===== src/rtl/sd_fifo_mem_sched.sv =====
// sd_fifo_mem_sched: round-robin scheduler for one single-port FIFO memory
// shared by `ports` channels, with up to `burst` consecutive grants per owner.
// Requester r=2i is head (write) i, r=2i+1 is tail (read) i.
// Grants are combinational from the requests; only the pointer and the
// burst-hold state are registered.
// Optional macro SDLIB_SCHED_RDPRIO_EN: strict read priority (tails pre-empt heads).
module sd_fifo_mem_sched #(
   parameter int unsigned ports = 4,
   parameter int unsigned burst = 4,
   parameter int unsigned psz   = (ports > 1) ? $clog2(ports) : 1,
   parameter int unsigned rsz   = $clog2(2 * ports)
) (
   input  logic             clk,
   input  logic             reset,
   input  logic [ports-1:0] head_req,
   input  logic [ports-1:0] tail_req,
   output logic [ports-1:0] head_en,
   output logic [ports-1:0] tail_en,
   output logic             gnt_valid,
   output logic [psz-1:0]   gnt_id,
   output logic             gnt_rd
);

   localparam int unsigned N  = 2 * ports;
   localparam int unsigned CW = $clog2(burst + 1);

   typedef enum logic {IDLE, HOLD} fsm_e;

   fsm_e            fsm_q, fsm_d;
   logic [rsz-1:0]  rr_ptr_q, rr_ptr_d;
   logic [rsz-1:0]  owner_q, owner_d;
   logic [CW-1:0]   cnt_q, cnt_d;

   logic [N-1:0]    elig;
   logic            found;
   logic [rsz-1:0]  win_r;
   logic            keep;
   logic            grant_v;
   logic [rsz-1:0]  grant_r;

   // Requesters allowed to compete this cycle, interleaved head/tail
`ifdef SDLIB_SCHED_RDPRIO_EN
   logic any_tail;
   assign any_tail = |tail_req;
   for (genvar i = 0; i < ports; i++) begin : g_elig
      assign elig[2*i]   = head_req[i] & ~any_tail;
      assign elig[2*i+1] = tail_req[i];
   end
`else
   for (genvar i = 0; i < ports; i++) begin : g_elig
      assign elig[2*i]   = head_req[i];
      assign elig[2*i+1] = tail_req[i];
   end
`endif

   // Burst continuation: owner still eligible and under its cycle budget
   assign keep = (fsm_q == HOLD) && elig[owner_q] && (int'(cnt_q) < int'(burst));

   // Round-robin search starting at rr_ptr, wrapping at N (not a power of 2)
   always_comb begin
      int idx;
      found = 1'b0;
      win_r = '0;
      idx   = 0;
      for (int k = 0; k < int'(N); k++) begin
         idx = int'(rr_ptr_q) + k;
         if (idx >= int'(N)) idx = idx - int'(N);
         if (!found && elig[idx]) begin
            found = 1'b1;
            win_r = rsz'(idx);
         end
      end
   end

   // Grant selection and next-state for pointer / hold state
   always_comb begin
      fsm_d    = fsm_q;
      rr_ptr_d = rr_ptr_q;
      owner_d  = owner_q;
      cnt_d    = cnt_q;
      grant_v  = 1'b0;
      grant_r  = '0;
      if (keep) begin
         grant_v = 1'b1;
         grant_r = owner_q;
         cnt_d   = cnt_q + CW'(1);
      end else if (found) begin
         grant_v  = 1'b1;
         grant_r  = win_r;
         rr_ptr_d = (win_r == rsz'(N - 1)) ? '0 : win_r + rsz'(1);
         if (burst > 1) begin
            fsm_d   = HOLD;
            owner_d = win_r;
            cnt_d   = CW'(1);
         end else begin
            fsm_d = IDLE;
         end
      end else begin
         fsm_d = IDLE;
      end
   end

   // One-hot enables and grant descriptors, forced low during reset
   always_comb begin
      head_en   = '0;
      tail_en   = '0;
      gnt_valid = 1'b0;
      gnt_id    = '0;
      gnt_rd    = 1'b0;
      if (reset && grant_v) begin
         gnt_valid = 1'b1;
         gnt_id    = psz'(grant_r >> 1);
         gnt_rd    = grant_r[0];
         for (int i = 0; i < int'(ports); i++) begin
            head_en[i] = (grant_r == rsz'(2 * i));
            tail_en[i] = (grant_r == rsz'(2 * i + 1));
         end
      end
   end

   // Scheduler state registers
   always_ff @(posedge clk or negedge reset) begin
      if (!reset) begin
         fsm_q    <= IDLE;
         rr_ptr_q <= '0;
         owner_q  <= '0;
         cnt_q    <= '0;
      end else begin
         fsm_q    <= fsm_d;
         rr_ptr_q <= rr_ptr_d;
         owner_q  <= owner_d;
         cnt_q    <= cnt_d;
      end
   end

endmodule


===== config.mk =====
export PLATFORM = sky130hd
export DESIGN_NAME = sd_fifo_mem_sched
export DESIGN_NICKNAME = d
export VERILOG_FILES = /design/src/rtl/sd_fifo_mem_sched.sv
export SDC_FILE = /design/constraint.sdc
export NUM_CORES = 1
export LEC_CHECK = 0
export BUFFER_PORTS_ARGS = -buffer_cell sky130_fd_sc_hd__buf_4
export CORE_MARGIN = 3
export CORE_UTILIZATION = 45
export DETAILED_ROUTE_END_ITERATION = 10
export PLACE_DENSITY = 0.75
export SYNTH_ARGS = -nofsm -noshare
export SYNTH_HDL_FRONTEND = slang
export SYNTH_SLANG_ARGS = --single-unit

===== constraint.sdc =====
create_clock -name clk -period 5.2 [get_ports clk]
set_input_delay 1.04 -clock clk [delete_from_list [all_inputs] [get_ports clk]]
set_output_delay 1.04 -clock clk [all_outputs]
set_load 0.05 [all_outputs]

* After elaboration in Yosys (flattened, before gate mapping)
Index checks and enable logic that the tools add are counted. W data, S select, Z words.
Word-level totals: register bits after elaboration 10, input bits 10, word-level logic and storage cells 130
Cells by class: add/subtract/negate cells 17, magnitude comparators 18, equality and inequality tests 8, mux-type cells 62, bitwise logic cells 1, reductions and logical operators 20
Operator list (count):
- $lt A32 B5 Y1 const B | 8
- $mux W32 | 8
- $mux W3 | 13
- $sub A4 B4 Y5 const B | 7
- $mux W1 | 29
- $ge A4 B4 Y1 const B | 7
- $bmux W1 S3 | 9
- $add A3 B3 Y4 const B | 4
- $eq A3 B3 Y1 const B | 5
- $logic_and A1 B1 Y1 | 10
- $add A3 B2 Y4 const B | 2
- $mux W4 | 2
- $logic_not A1 Y1 | 7
- $add A3 B1 Y3 const B | 2
- $eq A3 B2 Y1 const B | 2
- $sub A3 B4 Y5 const B | 1
- $add A3 B1 Y4 const B | 1
- $ge A3 B4 Y1 const B | 1
- $lt A3 B4 Y1 const B | 1
- $eq A3 B1 Y1 const B | 1
- $logic_not A3 Y1 | 1
- $lt A3 B3 Y1 const B | 1
- $mux W2 | 1
- $reduce_and A2 Y1 | 1
- other kinds (2) | 2

* Logic depth before layout (Yosys ltp)
depth after elaboration 31, gate-level depth with buffers 15

* Worst setup path before layout
No wires, ideal clock.
path type reg2out, from register rr_ptr_q[1], to output head_en[2], arrival 3952 ps, data required time 4160 ps, setup slack 208 ps, cell stages (with the launch flop) 15, path buffers 4, path through dfrtp_1 -> buf_6 -> inv_1 -> ha_1 -> buf_6 -> buf_12 -> mux2i_1 -> mux4_1 -> a22o_1 -> and4_1 -> buf_6 -> a31oi_4 -> o211ai_1 -> a21o_1 -> nor3_1
On the way: word-level cells in the longest chain between the ends 31, elaborated cells between the ends (all ways) 92
Ends and longest elaborated chain:
- start, declared | line 30 | logic [rsz-1:0] rr_ptr_q, rr_ptr_d;
- start signal, assigned | line 130 | rr_ptr_q <= rr_ptr_d;
- parallel branches: the longest is 30 deep, another holds $sub A4 B4 Y5
- $mux W4 * | line 110 | if (reset && grant_v) begin
- end, declared | line 17 | output logic [ports-1:0] head_en,
Every way passes the cells marked *. The select of a mux whose other input is x is not followed.

* Final worst setup path
from register rr_ptr_q[1], to output tail_en[1]
On the way: word-level cells in the longest chain between the ends 31, elaborated cells between the ends (all ways) 92
Ends and longest elaborated chain:
- parallel branches: the longest is 30 deep, another holds $sub A4 B4 Y5
- $mux W4 * | line 110
- end, declared | line 18 | output logic [ports-1:0] tail_en,
Marked as above.

==> summary.txt <==
Run status
  – Status: finished, final reports clean

Die
  – Top Ports: 22
  – Die area: between 4000 and 5000 µm²
  – Std-Cell Rows: 21
  – Starting Density: 0.4923
  – Die X-Extent: 67.83 µm
  – Core area: 3495 µm²
  – Die span in y: 67.83 µm

Worst setup path
  – CP Launch Type: flip-flop
  – Critical Path Fanout Max: 12
  – CP endpoint kind: primary output
  – Worst path required time: 4160 ps
  – WP data arrival: 3950 ps
  – WS Path Type: reg2out

Clocking
  – Max Buffers Root-to-Sink: 2
  – Post-CTS Repair Setup Buffers: 0
  – CTS Root Cell: clkbuf_8
  – Hold Buf Count CTS: 0
  – TritonCTS clock tree: done
  – Clock latency on the worst-skew pair: about 230 ps
  – CTS buffer count: 3
  – CTS Sinks: 10
  – H-tree depth: 1
  – Clock-pin slew on the worst setup and hold paths: 50 ps
  – Resized Gates After CTS: 0

Synth
  – Syn_area_per_cell: roughly 9.4 µm²
  – Yosys warning count: 0
  – Syn Nets: 198
  – Yosys cell types: 60
  – Async S/R FF share, synth: 1.000
  – Synth Flop Type: dfrtp_1
  – Yosys reg bits: 10
  – Syn Inst Count: 184
  – Post-Syn Area: about 1700 µm²
  – Seq/Total Area, Yosys: 0.1455
  – Post-synth EDFFs: 0

Routing
  – Routed Antenna Nets: 0
  – Total number of vias: 1,555
  – DRC violations left: 0
  – Total wire length: 4.253 mm
  – WL per Instance: between 15 and 20 µm
  – Initial drt markers: 107
  – DR vias/cell: roughly 6.2
  – Detailed Routing Iterations Pass 1: 5

Final layout
  – Register area: 250.2 µm²
  – Layout cells sized above 1: 0.2709
  – Post-layout util: 0.5507
  – Area grow syn2layout: 11.85%
  – Nets: 218
  – Filler Cell Count: 323
  – Area of the multi-input gates: 1348 µm²
  – Number of diodes: 0

STA
  – Clock Skews: 2.126 ps
  – Final Setup Violations: 0
  – Worst slew margin: 0.5506
  – Setup repair after global routing missed its margin: false
  – Final period util: 0.9598
  – Tightest Pin Transition: 674.2 ps
  – Max Fclk: 0.2004 GHz
  – Max-slew violation count: 0
  – Fin. Hold Viols: 0
  – Setup TNS Final: 0 ps
  – Final critical-path required period: 4991 ps

Placement
  – I/O Buffers: 21
  – DP Wirelength: 3.252 mm
  – Routability cong.: 0.9250

Worst hold path
  – Hold Path Class: reg2reg

Global routing
  – GRT Overall Usage: 0.1960
  – Number of global-route vias before repair: 1,411
  – Grt ovf: 0
  – Largest net degree at the start of global routing: 25
  – Initial antenna violation count: 0
  – First-pass GRT wire length: roughly 6.9 mm

Job
  – Max Cap Viol: 0
registers in the layout (all words and copies together), names as in the netlist:
register / cells
fsm_q: 1
cnt_q: 3
rr_ptr_q: 3
owner_q: 3
per-layer routing:
metal  global-route usage  wire length [µm]  vias to the layer above
li1                     -                 -                      753
met5                    0                 0                        -
met3              0.01149               274                        6
met4              0.05459                42                        0
met2               0.3086              2022                       60
met1               0.2909              1914                      736
worst max-delay path, cell delays in order, from the launching register on:
cell and delay (ps):
dfrtp_1 340, inv_1 80, ha_1 640, mux4_1 670, and2_1 210, a21oi_1 240, nand4_1 250, o221a_2 400
o31ai_4 390, nand4_1 170, nor2_1 120, buf_4 200
synth_stat cells, types with 4 or more instances:
cell	number	area, µm²
nand2b_1	5	31.28
buf_6	5	56.30
a21oi_1	6	30.03
nor3_1	4	20.02
mux2_2	5	56.30
dfrtp_1	10	250.2
ha_1	4	50.05
mux4_2	10	225.2
mux2i_1	13	130.1
inv_1	7	26.28
nand2_1	25	93.84
nor2_1	17	63.81
o21ai_0	8	40.04
area by class of cell:
type                    count  area share
inverters                   7     0.01365
repair buffers             25     0.09753
clock buffers               4     0.02861
well taps                  46     0.02991
multi-input cells         157      0.7003
flip-flops and latches     10      0.1300
worst paths after layout:
check,from,end,slack [ps],depth (start not counted)
setup / recovery,rr_ptr_q[1],tail_en[1],210,11
hold / removal,cnt_q[0],cnt_q[0],490,1
setup reg to reg,rr_ptr_q[1],rr_ptr_q[2],1520,12
hold reg to reg,cnt_q[0],cnt_q[0],490,1
max in group asynchronous,reset,owner_q[2],4430,1
min in group asynchronous,reset,owner_q[1],630,1
per-stage QoR:
step / worst slack (ps) / area (µm²) / hold slack, ps / instances
after floorplan: 207.5 / 1720 / 446.1 / 184
after global placement: 538.4 / 1869 / 467.9 / 245
after detailed placement: 520.8 / 1869 / 467.1 / 245
after CTS: 291.5 / 1924 / 489.6 / 249
after global routing: 30.05 / 1924 / 503.4 / 249
final: 209.2 / 1924 / 486.4 / 249
cell families (layout without fill, tap and decap cells):
family,after synthesis,count (layout),synth area share
xor+xnor,5,5,0.02546
simple gates,70,70,0.2007
mux,32,32,0.2938
flops,10,10,0.1455
fa+ha+maj,4,4,0.02909
compound gates,46,46,0.2342
buf+inv,17,36,0.07127
layout by cell type, fill, tap and decap left out, drive strengths merged, types with 5 or more instances in the layout:
master and n:
nor3 5, inv 7, mux2i 13, buf 25, nand2 25, o21ai 8, a21oi 6, nand2b 5
nor2 17, dfrtp 10, mux4 13, mux2 6
Power is left out: the tool's default activity adds up to more than one toggle a clock period on the data nets, which glitch-free logic cannot reach.
